[src/rtl/counter_load_ctrl_if.sv]
`default_nettype none
// ============================================================================
// Module      : counter_load_ctrl_if
// Description : Button, switch and counter-control signals between the
//               load controller and its surroundings.
// Revision    : 1.0 - initial release
// ============================================================================
interface counter_load_ctrl_if #(
  parameter int DATA_W = 10
);
  logic              key_i;        // raw load button, active-low, asynchronous
  logic              clr_key_i;    // raw clear button, active-low, asynchronous
  logic [DATA_W-1:0] sw_i;         // switch word, quasi-static
  logic              load_en_o;    // one-cycle load strobe
  logic [DATA_W-1:0] load_data_o;  // captured switch word
  logic              clear_o;      // one-cycle clear strobe
  logic [7:0]        load_cnt_o;   // accepted loads since reset/clear
  logic              full_o;       // load count has reached its cap
  logic              busy_o;       // controller not idle

  // Board/testbench side: drives buttons and switches, observes strobes
  modport master (
    output key_i, clr_key_i, sw_i,
    input  load_en_o, load_data_o, clear_o, load_cnt_o, full_o, busy_o
  );

  // Controller side
  modport slave (
    input  key_i, clr_key_i, sw_i,
    output load_en_o, load_data_o, clear_o, load_cnt_o, full_o, busy_o
  );
endinterface
`default_nettype wire

[src/rtl/counter_load_ctrl.sv]
`default_nettype none
// ============================================================================
// Module      : counter_load_ctrl
// Description : Synchronizes and debounces the active-low load button,
//               issues one load strobe (with captured switch word) per
//               press, caps accepted loads and issues a clear strobe from
//               a second button.
// Revision    : 1.0 - initial release
// ============================================================================
module counter_load_ctrl #(
  parameter int DEBOUNCE_CYCLES = 16,
  parameter int DATA_W          = 10,
  parameter int MAX_LOADS       = 255
) (
  input  wire logic           clk100_i,
  input  wire logic           rst_i,
  counter_load_ctrl_if.slave  bus
);

  // Last debounce count value before a press/release is accepted
  localparam logic [19:0] c_deb_last  = 20'(DEBOUNCE_CYCLES - 1);
  localparam logic [7:0]  c_max_loads = 8'(MAX_LOADS);

  typedef enum logic [1:0] {
    S_IDLE    = 2'd0,
    S_PRESS   = 2'd1,
    S_FIRE    = 2'd2,
    S_RELEASE = 2'd3
  } state_t;

  state_t r_state;
  state_t w_state_nxt;

  logic [19:0] r_deb_cnt;
  logic [19:0] w_deb_cnt_nxt;

  // Two-stage synchronizers; the extra clear stage remembers the previous
  // synchronized level for falling-edge detection.
  logic r_key_s1;
  logic r_key_s2;
  logic r_clr_s1;
  logic r_clr_s2;
  logic r_clr_prev;

  logic w_clr_fall;   // synchronized clear button just pressed
  logic w_fire_go;    // debounced press accepted on this edge
  logic w_deb_done;   // debounce counter at its terminal value

  logic [7:0]        w_cnt_inc;
  logic              r_load_en;
  logic [DATA_W-1:0] r_load_data;
  logic              r_clear;
  logic [7:0]        r_load_cnt;
  logic              r_full;

  // Bring both raw buttons into the clock domain; idle level is released (1)
  always_ff @(posedge clk100_i or posedge rst_i) begin
    if (rst_i) begin
      r_key_s1   <= 1'b1;
      r_key_s2   <= 1'b1;
      r_clr_s1   <= 1'b1;
      r_clr_s2   <= 1'b1;
      r_clr_prev <= 1'b1;
    end else begin
      r_key_s1   <= bus.key_i;
      r_key_s2   <= r_key_s1;
      r_clr_s1   <= bus.clr_key_i;
      r_clr_s2   <= r_clr_s1;
      r_clr_prev <= r_clr_s2;
    end
  end

  assign w_clr_fall = r_clr_prev & ~r_clr_s2;
  assign w_deb_done = (r_deb_cnt == c_deb_last);

  // FSM state and debounce counter registers
  always_ff @(posedge clk100_i or posedge rst_i) begin
    if (rst_i) begin
      r_state   <= S_IDLE;
      r_deb_cnt <= 20'd0;
    end else begin
      r_state   <= w_state_nxt;
      r_deb_cnt <= w_deb_cnt_nxt;
    end
  end

  // Next-state logic; a clear overrides whatever the debouncer was doing,
  // including an accept on the same edge, and parks the FSM in RELEASE if
  // the load key is still held so that press cannot produce a load later.
  always_comb begin
    w_state_nxt   = r_state;
    w_deb_cnt_nxt = r_deb_cnt;
    w_fire_go     = 1'b0;
    if (w_clr_fall) begin
      w_state_nxt   = r_key_s2 ? S_IDLE : S_RELEASE;
      w_deb_cnt_nxt = 20'd0;
    end else begin
      case (r_state)
        S_IDLE: begin
          if (!r_key_s2) begin
            w_state_nxt   = S_PRESS;
            w_deb_cnt_nxt = 20'd0;
          end
        end
        S_PRESS: begin
          if (r_key_s2) begin
            w_state_nxt   = S_IDLE;
            w_deb_cnt_nxt = 20'd0;
          end else if (w_deb_done) begin
            w_state_nxt   = S_FIRE;
            w_deb_cnt_nxt = 20'd0;
            w_fire_go     = 1'b1;
          end else begin
            w_deb_cnt_nxt = r_deb_cnt + 20'd1;
          end
        end
        S_FIRE: begin
          w_state_nxt   = S_RELEASE;
          w_deb_cnt_nxt = 20'd0;
        end
        S_RELEASE: begin
          if (!r_key_s2) begin
            w_deb_cnt_nxt = 20'd0;
          end else if (w_deb_done) begin
            w_state_nxt   = S_IDLE;
            w_deb_cnt_nxt = 20'd0;
          end else begin
            w_deb_cnt_nxt = r_deb_cnt + 20'd1;
          end
        end
        default: begin
          w_state_nxt   = S_IDLE;
          w_deb_cnt_nxt = 20'd0;
        end
      endcase
    end
  end

  assign w_cnt_inc = r_load_cnt + 8'd1;

  // Strobes, captured data and load accounting, all updated on the edge
  // that enters FIRE so the strobe appears during the FIRE cycle.
  always_ff @(posedge clk100_i or posedge rst_i) begin
    if (rst_i) begin
      r_load_en   <= 1'b0;
      r_load_data <= '0;
      r_clear     <= 1'b0;
      r_load_cnt  <= 8'd0;
      r_full      <= 1'b0;
    end else begin
      r_load_en <= 1'b0;
      r_clear   <= 1'b0;
      if (w_clr_fall) begin
        r_clear    <= 1'b1;
        r_load_cnt <= 8'd0;
        r_full     <= 1'b0;
      end else if (w_fire_go && !r_full) begin
        r_load_en   <= 1'b1;
        r_load_data <= bus.sw_i;
        r_load_cnt  <= w_cnt_inc;
        r_full      <= (w_cnt_inc == c_max_loads);
      end
    end
  end

  assign bus.load_en_o   = r_load_en;
  assign bus.load_data_o = r_load_data;
  assign bus.clear_o     = r_clear;
  assign bus.load_cnt_o  = r_load_cnt;
  assign bus.full_o      = r_full;
  assign bus.busy_o      = (r_state != S_IDLE);

endmodule
`default_nettype wire

[src/flat_wrapper.sv]
// flat-port wrapper written by rule: the top's interface ports become plain ports
module counter_load_ctrl_flat 
#(
  parameter int DEBOUNCE_CYCLES = 16,
  parameter int DATA_W          = 10,
  parameter int MAX_LOADS       = 255
)
  (clk100_i, rst_i, bus_key_i, bus_clr_key_i, bus_sw_i, bus_load_en_o, bus_load_data_o, bus_clear_o, bus_load_cnt_o, bus_full_o, bus_busy_o);
  counter_load_ctrl_if #(.DATA_W(DATA_W)) bus_i ();
  input  wire logic clk100_i;
  input  wire logic rst_i;
  input wire logic [$bits(bus_i.key_i)-1:0] bus_key_i;
  input wire logic [$bits(bus_i.clr_key_i)-1:0] bus_clr_key_i;
  input wire logic [$bits(bus_i.sw_i)-1:0] bus_sw_i;
  output wire logic [$bits(bus_i.load_en_o)-1:0] bus_load_en_o;
  output wire logic [$bits(bus_i.load_data_o)-1:0] bus_load_data_o;
  output wire logic [$bits(bus_i.clear_o)-1:0] bus_clear_o;
  output wire logic [$bits(bus_i.load_cnt_o)-1:0] bus_load_cnt_o;
  output wire logic [$bits(bus_i.full_o)-1:0] bus_full_o;
  output wire logic [$bits(bus_i.busy_o)-1:0] bus_busy_o;
  assign bus_i.key_i = bus_key_i;
  assign bus_i.clr_key_i = bus_clr_key_i;
  assign bus_i.sw_i = bus_sw_i;
  assign bus_load_en_o = bus_i.load_en_o;
  assign bus_load_data_o = bus_i.load_data_o;
  assign bus_clear_o = bus_i.clear_o;
  assign bus_load_cnt_o = bus_i.load_cnt_o;
  assign bus_full_o = bus_i.full_o;
  assign bus_busy_o = bus_i.busy_o;
  counter_load_ctrl #(.DEBOUNCE_CYCLES(DEBOUNCE_CYCLES), .DATA_W(DATA_W), .MAX_LOADS(MAX_LOADS)) u_core (.clk100_i(clk100_i), .rst_i(rst_i), .bus(bus_i));
endmodule
[config.mk]
export PLATFORM = sky130hd
export DESIGN_NAME = counter_load_ctrl_flat
export DESIGN_NICKNAME = d
export VERILOG_FILES = /design/src/rtl/counter_load_ctrl_if.sv /design/src/rtl/counter_load_ctrl.sv /design/src/flat_wrapper.sv
export SDC_FILE = /design/constraint.sdc
export NUM_CORES = 1
export LEC_CHECK = 0
export ABC_AREA = 1
export CAP_MARGIN = 10
export CORE_AREA = 8 8 93 79
export DETAILED_ROUTE_END_ITERATION = 8
export DIE_AREA = 0 0 101 87
export MAX_ROUTING_LAYER = met4
export PLACE_DENSITY = 0.66
export SYNTH_ARGS = -nofsm -noshare
export SYNTH_HDL_FRONTEND = slang
export SYNTH_SLANG_ARGS = --single-unit
export TNS_END_PERCENT = 100
[constraint.sdc]
create_clock -name clk100_i -period 4 [get_ports clk100_i]
set_clock_uncertainty 0.2 [all_clocks]
set_input_delay 0.8 -clock clk100_i [delete_from_list [all_inputs] [get_ports clk100_i]]
set_output_delay 0.8 -clock clk100_i [all_outputs]
set_load 0.05 [all_outputs]
==> results of run 1 <==
power by group:
part | switching (µW) | leakage [µW] | internal [µW]
Combinational | 130 | 0.000698 | 56.5
Sequential | 17.8 | 0.000596 | 503
Clock | 172 | 0.0000434 | 140
worst max-delay path, delay by kind of cell (launching register included):
family / cells / cell delay, ns
buffers and inverters: 2 / 0.76
AND/OR/NAND/NOR: 1 / 0.18
flip-flops: 1 / 0.43
routing by layer:
metal,track usage [%],share of wire (%),up-vias
met5,-,0,-
met4,3.239,0.58,0
met3,4.233,5.5,4
met2,19.04,40,50
met1,19.06,54,979
li1,-,-,1115
area by class of cell:
class	instances	area share, %
Sequential cell	48	39.65
Timing Repair Buffer	35	11.50
Clock inverter	2	0.4930
Multi-Input combinational cell	237	37.39
Clock buffer	6	2.712
Tap cell	84	3.451
Inverter	38	4.807
sequential cells by signal (all words and copies together), names as in the netlist, named ones only:
register                cells
u_core.bus.load_cnt_o       8
u_core.r_clr_s2             1
u_core.bus.full_o           1
u_core.r_key_s2             1
u_core.r_clr_s1             1
u_core.r_state              1
u_core.bus.clear_o          1
u_core.r_clr_prev           1
u_core.bus.load_en_o        1
u_core.r_key_s1             1
u_core.r_deb_cnt           20
u_core.bus.load_data_o     10
layout by cell type (no fill, tap or decap), drive strengths merged, types with 3 or more instances in the layout:
master / n
ha: 3
xor2: 5
clkdlybuf4s50: 35
nand3: 18
nand2: 114
a21oi: 5
clkbuf: 6
nor3: 14
o21ai: 10
nor2: 48
dfstp: 5
inv: 36
dfrtp: 43
nand4: 10
cell families after synthesis:
logic type | Yosys count | share of synthesized area (%)
simple gates | 207 | 36.68
flops | 48 | 47.70
buf+inv | 42 | 7.315
compound gates | 21 | 4.746
xor+xnor | 6 | 2.076
fa+ha+maj | 3 | 1.483
metrics by stage:
step / total power, µW / instance area (µm²)
finish: 1021 / 3045
global route: 1076 / 3045
CTS: 1031 / 3045
detailed placement: 718.6 / 2948
global placement: 719.2 / 2948
floorplan: 672.1 / 2531
path summary, 6_finish.rpt:
kind / startpoint / cells after the start / slack (ns) / end
worst max-delay path: u_core.r_state[0] / 3 / 1.34 / bus_busy_o
worst min-delay path: u_core.r_key_s1 / 0 / 0.16 / u_core.r_key_s2
worst max register to register: u_core.r_deb_cnt[0] / 10 / 1.69 / u_core.bus.load_cnt_o[2]
worst min register to register: u_core.r_key_s1 / 0 / 0.16 / u_core.r_key_s2
max in group asynchronous: rst_i / 2 / 2.14 / u_core.r_state[0]
min in group asynchronous: rst_i / 2 / 0.85 / u_core.r_deb_cnt[11]
cell usage after synthesis (2+ instances only):
| master | number | share of area [%] |
|---|---|---|
| a21oi_1 | 5 | 0.99 |
| buf_6 | 3 | 1.3 |
| dfrtp_1 | 43 | 43 |
| dfstp_2 | 5 | 5.2 |
| ha_1 | 3 | 1.5 |
| inv_1 | 29 | 4.3 |
| inv_2 | 6 | 0.89 |
| nand2_1 | 110 | 16 |
| nand2_2 | 4 | 0.99 |
| nand3_1 | 15 | 3.0 |
| nand3_2 | 3 | 1.2 |
| nand4_1 | 10 | 2.5 |
| nor2_1 | 42 | 6.2 |
| nor2_2 | 5 | 1.2 |
| nor3_1 | 9 | 1.8 |
| nor3_2 | 4 | 1.6 |
| o21ai_0 | 10 | 2.0 |
| o21bai_1 | 2 | 0.59 |
| xor2_1 | 5 | 1.7 |
==> flow_summary_export.csv, run 1 <==
group,metric,value,unit
synth,synth_enable_flop_cells,0,
synth,syn-num-nets,344,
synth,yosysWarnings,0,
grt,grtUsageTotal,13.77,%
drt,route.antenna.remaining_nets,0,
flow_run,max_cap_violations,0,
clocking,cts_setup_buffers,0,
floorplanning,core.rowCount,26,
worst_setup_path,path_cells,"nor2_1 > inv_1 > clkdlybuf4s50_1",
drt,route.detailed.vias_per_inst,4.773,
clocking,cts.sink_count,48,
sta,finalSetupViolCount,0,
clocking,clk_pin_slew,0.09,ns
final_layout,layout.filler_cells,622,
clocking,ctsRootBufferMaster,"clkbuf_8",
worst_setup_path,cpPeakStageDelay,0.70,ns
grt,grt.overflow.total,0,
clocking,cts-resized-gates,0,
synth,asyncSetResetFlopFracSynth,100.0,%
final_layout,finalNonFillerCells,450,
grt,wire_length_of_the_first_global_routing_pass,9570,µm
worst_setup_path,maximum_fanout_along_the_worst_path,4,
clocking,cts_made_buffers,5,
placement,hpwl,4054,µm
clocking,ctsHtreeMaxLevel,2,
placement,globalplace.congestion,0.8290,
drt,routed_wire_length_per_instance,12.17,µm
sta,clock.fmax,375.8,MHz
pwr,power.ir.vdd_worst,0.1897,mV
grt,first_global_vias,2056,
final_layout,post_route_cells_drive_above_1_share,10.93,%
sta,layout_min_cycle_time,2.661,ns
synth,synth.distinct_cells,33,
worst_setup_path,crit_slowest_cell,"clkdlybuf4s50_1",
grt,grt_start_max_net_pins,49,
drt,drcViolationCount,0,
clocking,cts_tree,"yes",
clocking,clock_latency,0.30,ns
floorplanning,die-area,8787,µm²
synth,syn-instance-count,327,
final_layout,diodes,0,
grt,initial_antenna_violation_count,0,
floorplanning,initial_core_util,42.29,%
floorplanning,die-height,87,µm
floorplanning,die_width,101,µm
final_layout,finalNetCount,382,
synth,postSynthRegisterBits,48,
sta,hold_violations,0,
drt,initialDrtViolationCount,113,
pwr,p_per_area,335.1,nW/µm²
sta,timing.final.crit_share,66.53,%
hold_path,min_path_type,"flop to flop",
worst_setup_path,path_class,"flop to output pin",
sta,holdWs,0.1619,ns
sta,tightest_slew,0.9863,ns
drt,totalWireLength,5478,µm
synth,synth_seq_area_share,47.70,%
sta,setup-tns-final,0,ns
sta,setup_slack,1.339,ns
placement,placedCellCount,442,
sta,grt_setup_unrepaired,"false",
worst_setup_path,crit_required,3.00,ns
worst_setup_path,worstSetupStartpointType,"flop",
drt,dr_total_vias,2148,
floorplanning,top_level_ports,36,
worst_setup_path,worstSetupEndpointType,"output pin",
final_layout,final_util,50.88,%
worst_setup_path,worst_ep_arrival_time,1.66,ns
final_layout,sequential_cell_area,1207,µm²
status,outcome,"completed",
clocking,ctsLongestPathBuffers,2,
clocking,holdBufCountCts,0,
pwr,cellLeakagePower,0.001338,µW
sta,final-max-slew-violation-count,0,
sta,slew_headroom,34.15,%
floorplanning,core_area,5986,µm²
placement,post-place-ws,1.657,ns
final_layout,multi_input_area,1139,µm²
placement,port_buffers,35,
synth,main_flop_type_after_synthesis,"dfrtp_1",
synth,syn_area,2531,µm²
final_layout,layout-area-overhead-vs-synth,20.32,%
drt,firstDrtPassIters,4,
synth,synth.avg_cell_area,7.741,µm²
(Power assumes the default switching activity.)
==> run 2, diff against run 1 <==
- clock period: 4 -> 2.5 ns (I/O delays scaled with it)
==> run 2 against run 1 <==
Global-route usage increased by 0.61 points; critical path depth stayed put; largest cell class unchanged; combinational power increased by 63%; core utilization is 0.46 points higher; largest power group unchanged; sequential power is 60% higher; total power increased by 62%; die area unchanged; first-iteration DRC count is 7.1% lower; setup slack got worse by 1.2 ns; via count grew 1.4%.
==> flow_summary_export.csv, run 2 (synthesis gave the netlist of run 1 again) <==
group,metric,value,unit
floorplanning,die-area,8787,µm²
clocking,ctsRootBufferMaster,"clkbuf_8",
placement,port_buffers,35,
worst_setup_path,crit_required,1.80,ns
floorplanning,core_area,5986,µm²
clocking,cts_setup_buffers,0,
grt,initial_antenna_violation_count,0,
floorplanning,top_level_ports,36,
floorplanning,die-height,87,µm
pwr,totalPowerFinal,1650,µW
clocking,cts_made_buffers,5,
grt,wire_length_of_the_first_global_routing_pass,9908,µm
final_layout,commonest_cells_after_routing_fill_and_taps_aside,"nand2_1, dfrtp_1, nor2_1, clkdlybuf4s50_1, inv_1",
pwr,power.ir.vdd_worst,0.2272,mV
clocking,ctsHtreeMaxLevel,2,
final_layout,layout-area-overhead-vs-synth,21.40,%
final_layout,post_route_cells_drive_above_1_share,11.41,%
sta,hold_violations,0,
clocking,cts.sink_count,48,
final_layout,largest_register_by_flop_count,"u_core.r_deb_cnt",
flow_run,max_cap_violations,0,
sta,layout_min_cycle_time,2.372,ns
placement,placedCellCount,444,
sta,setup-tns-final,0,ns
drt,routed_wire_length_per_instance,12.49,µm
grt,grt.overflow.total,0,
final_layout,finalNonFillerCells,452,
sta,timing.final.crit_share,94.86,%
grt,grt_start_max_net_pins,27,
placement,post-place-ws,0.4582,ns
sta,clock.fmax,421.7,MHz
sta,grt_setup_unrepaired,"false",
drt,dr_total_vias,2177,
final_layout,largest_register_ff_count,20,
final_layout,final_common_cell,"nand2_1",
sta,slew_headroom,64.98,%
worst_setup_path,maximum_fanout_along_the_worst_path,4,
clocking,holdBufCountCts,0,
worst_setup_path,worst_ep_arrival_time,1.67,ns
drt,firstDrtPassIters,4,
worst_setup_path,worstSetupEndpointType,"output pin",
pwr,cellLeakagePower,0.001352,µW
placement,globalplace.congestion,0.8655,
grt,first_global_vias,2147,
drt,drcViolationCount,0,
floorplanning,initial_core_util,42.29,%
worst_setup_path,worstSetupStartpointType,"flop",
clocking,ctsLongestPathBuffers,2,
sta,tightest_slew,0.5237,ns
grt,grtUsageTotal,14.38,%
clocking,cts-resized-gates,0,
clocking,clk_pin_slew,0.09,ns
final_layout,finalNetCount,384,
drt,route.antenna.remaining_nets,0,
placement,hpwl,4228,µm
drt,totalWireLength,5644,µm
drt,route.detailed.vias_per_inst,4.816,
sta,final-max-slew-violation-count,0,
final_layout,diodes,0,
sta,setup_slack,0.1285,ns
floorplanning,die_width,101,µm
sta,finalSetupViolCount,0,
hold_path,min_path_type,"flop to flop",
clocking,clock_latency,0.31,ns
clocking,cts_tree,"yes",
floorplanning,core.rowCount,26,
drt,initialDrtViolationCount,105,
pwr,p_per_area,537.0,nW/µm²
status,outcome,"completed",
worst_setup_path,path_class,"flop to output pin",
## run 2: cell count changes in the layout (fill, tap and decap cells not counted)
| cell | delta |
|---|---|
| buf_12 | +1 |
| buf_4 | +1 |
## run 2: worst max-delay path: stages, from the launching register on
cell and delay (ns):
dfrtp_1 0.43, nor2_1 0.18, inv_1 0.06, clkdlybuf4s50_1 0.70
## run 2: routing by layer
| metal | global-route usage, % | vias up | wire length (µm) |
|---|---|---|---|
| met2 | 20.30 | 55 | 2341 |
| met1 | 18.57 | 998 | 2824 |
| li1 | - | 1119 | - |
| met5 | - | - | 0 |
| met3 | 6.310 | 5 | 432 |
| met4 | 2.969 | 0 | 45 |
## run 2: path summary, 6_finish.rpt
kind                       slack [ns]           startpoint  depth (start not counted)                         end
min in group asynchronous        0.33                rst_i                          2   u_core.bus.load_data_o[0]
max in group asynchronous        1.26                rst_i                          3  asynchronous set/reset pin
max                              0.13    u_core.r_state[0]                          3                  bus_busy_o
max reg2reg                      0.50  u_core.r_deb_cnt[0]                         10        u_core.r_deb_cnt[16]
min                              0.16      u_core.r_clr_s1                          0             u_core.r_clr_s2
min reg2reg                      0.16      u_core.r_clr_s1                          0             u_core.r_clr_s2
## run 2: area by class of cell
cell class / count / area [µm²]
Clock buffer: 6 / 82.58
Multi-Input combinational cell: 237 / 1139
Tap cell: 84 / 105.1
Sequential cell: 48 / 1207
Fill cell: 603 / 2913
Timing Repair Buffer: 37 / 377.9
Inverter: 38 / 146.4
Clock inverter: 2 / 15.01
## run 2: report_power, final
part	switching (µW)	internal (µW)
Sequential	28.8	805
Combinational	211	93.8
Clock	287	225
Total	527	1120
## run 2: stage by stage
stage / area, µm² / hold WS, ns / utilization [%]
3_5_place_dp: 2975 / 0.1484 / 49.71
3_3_place_gp: 2975 / 0.1469 / 49.71
2_1_floorplan: 2531 / 0.1452 / -
4_1_cts: 3073 / 0.1622 / 51.34
6_report: 3073 / 0.1599 / 51.34
5_1_grt: 3073 / 0.1618 / 51.34
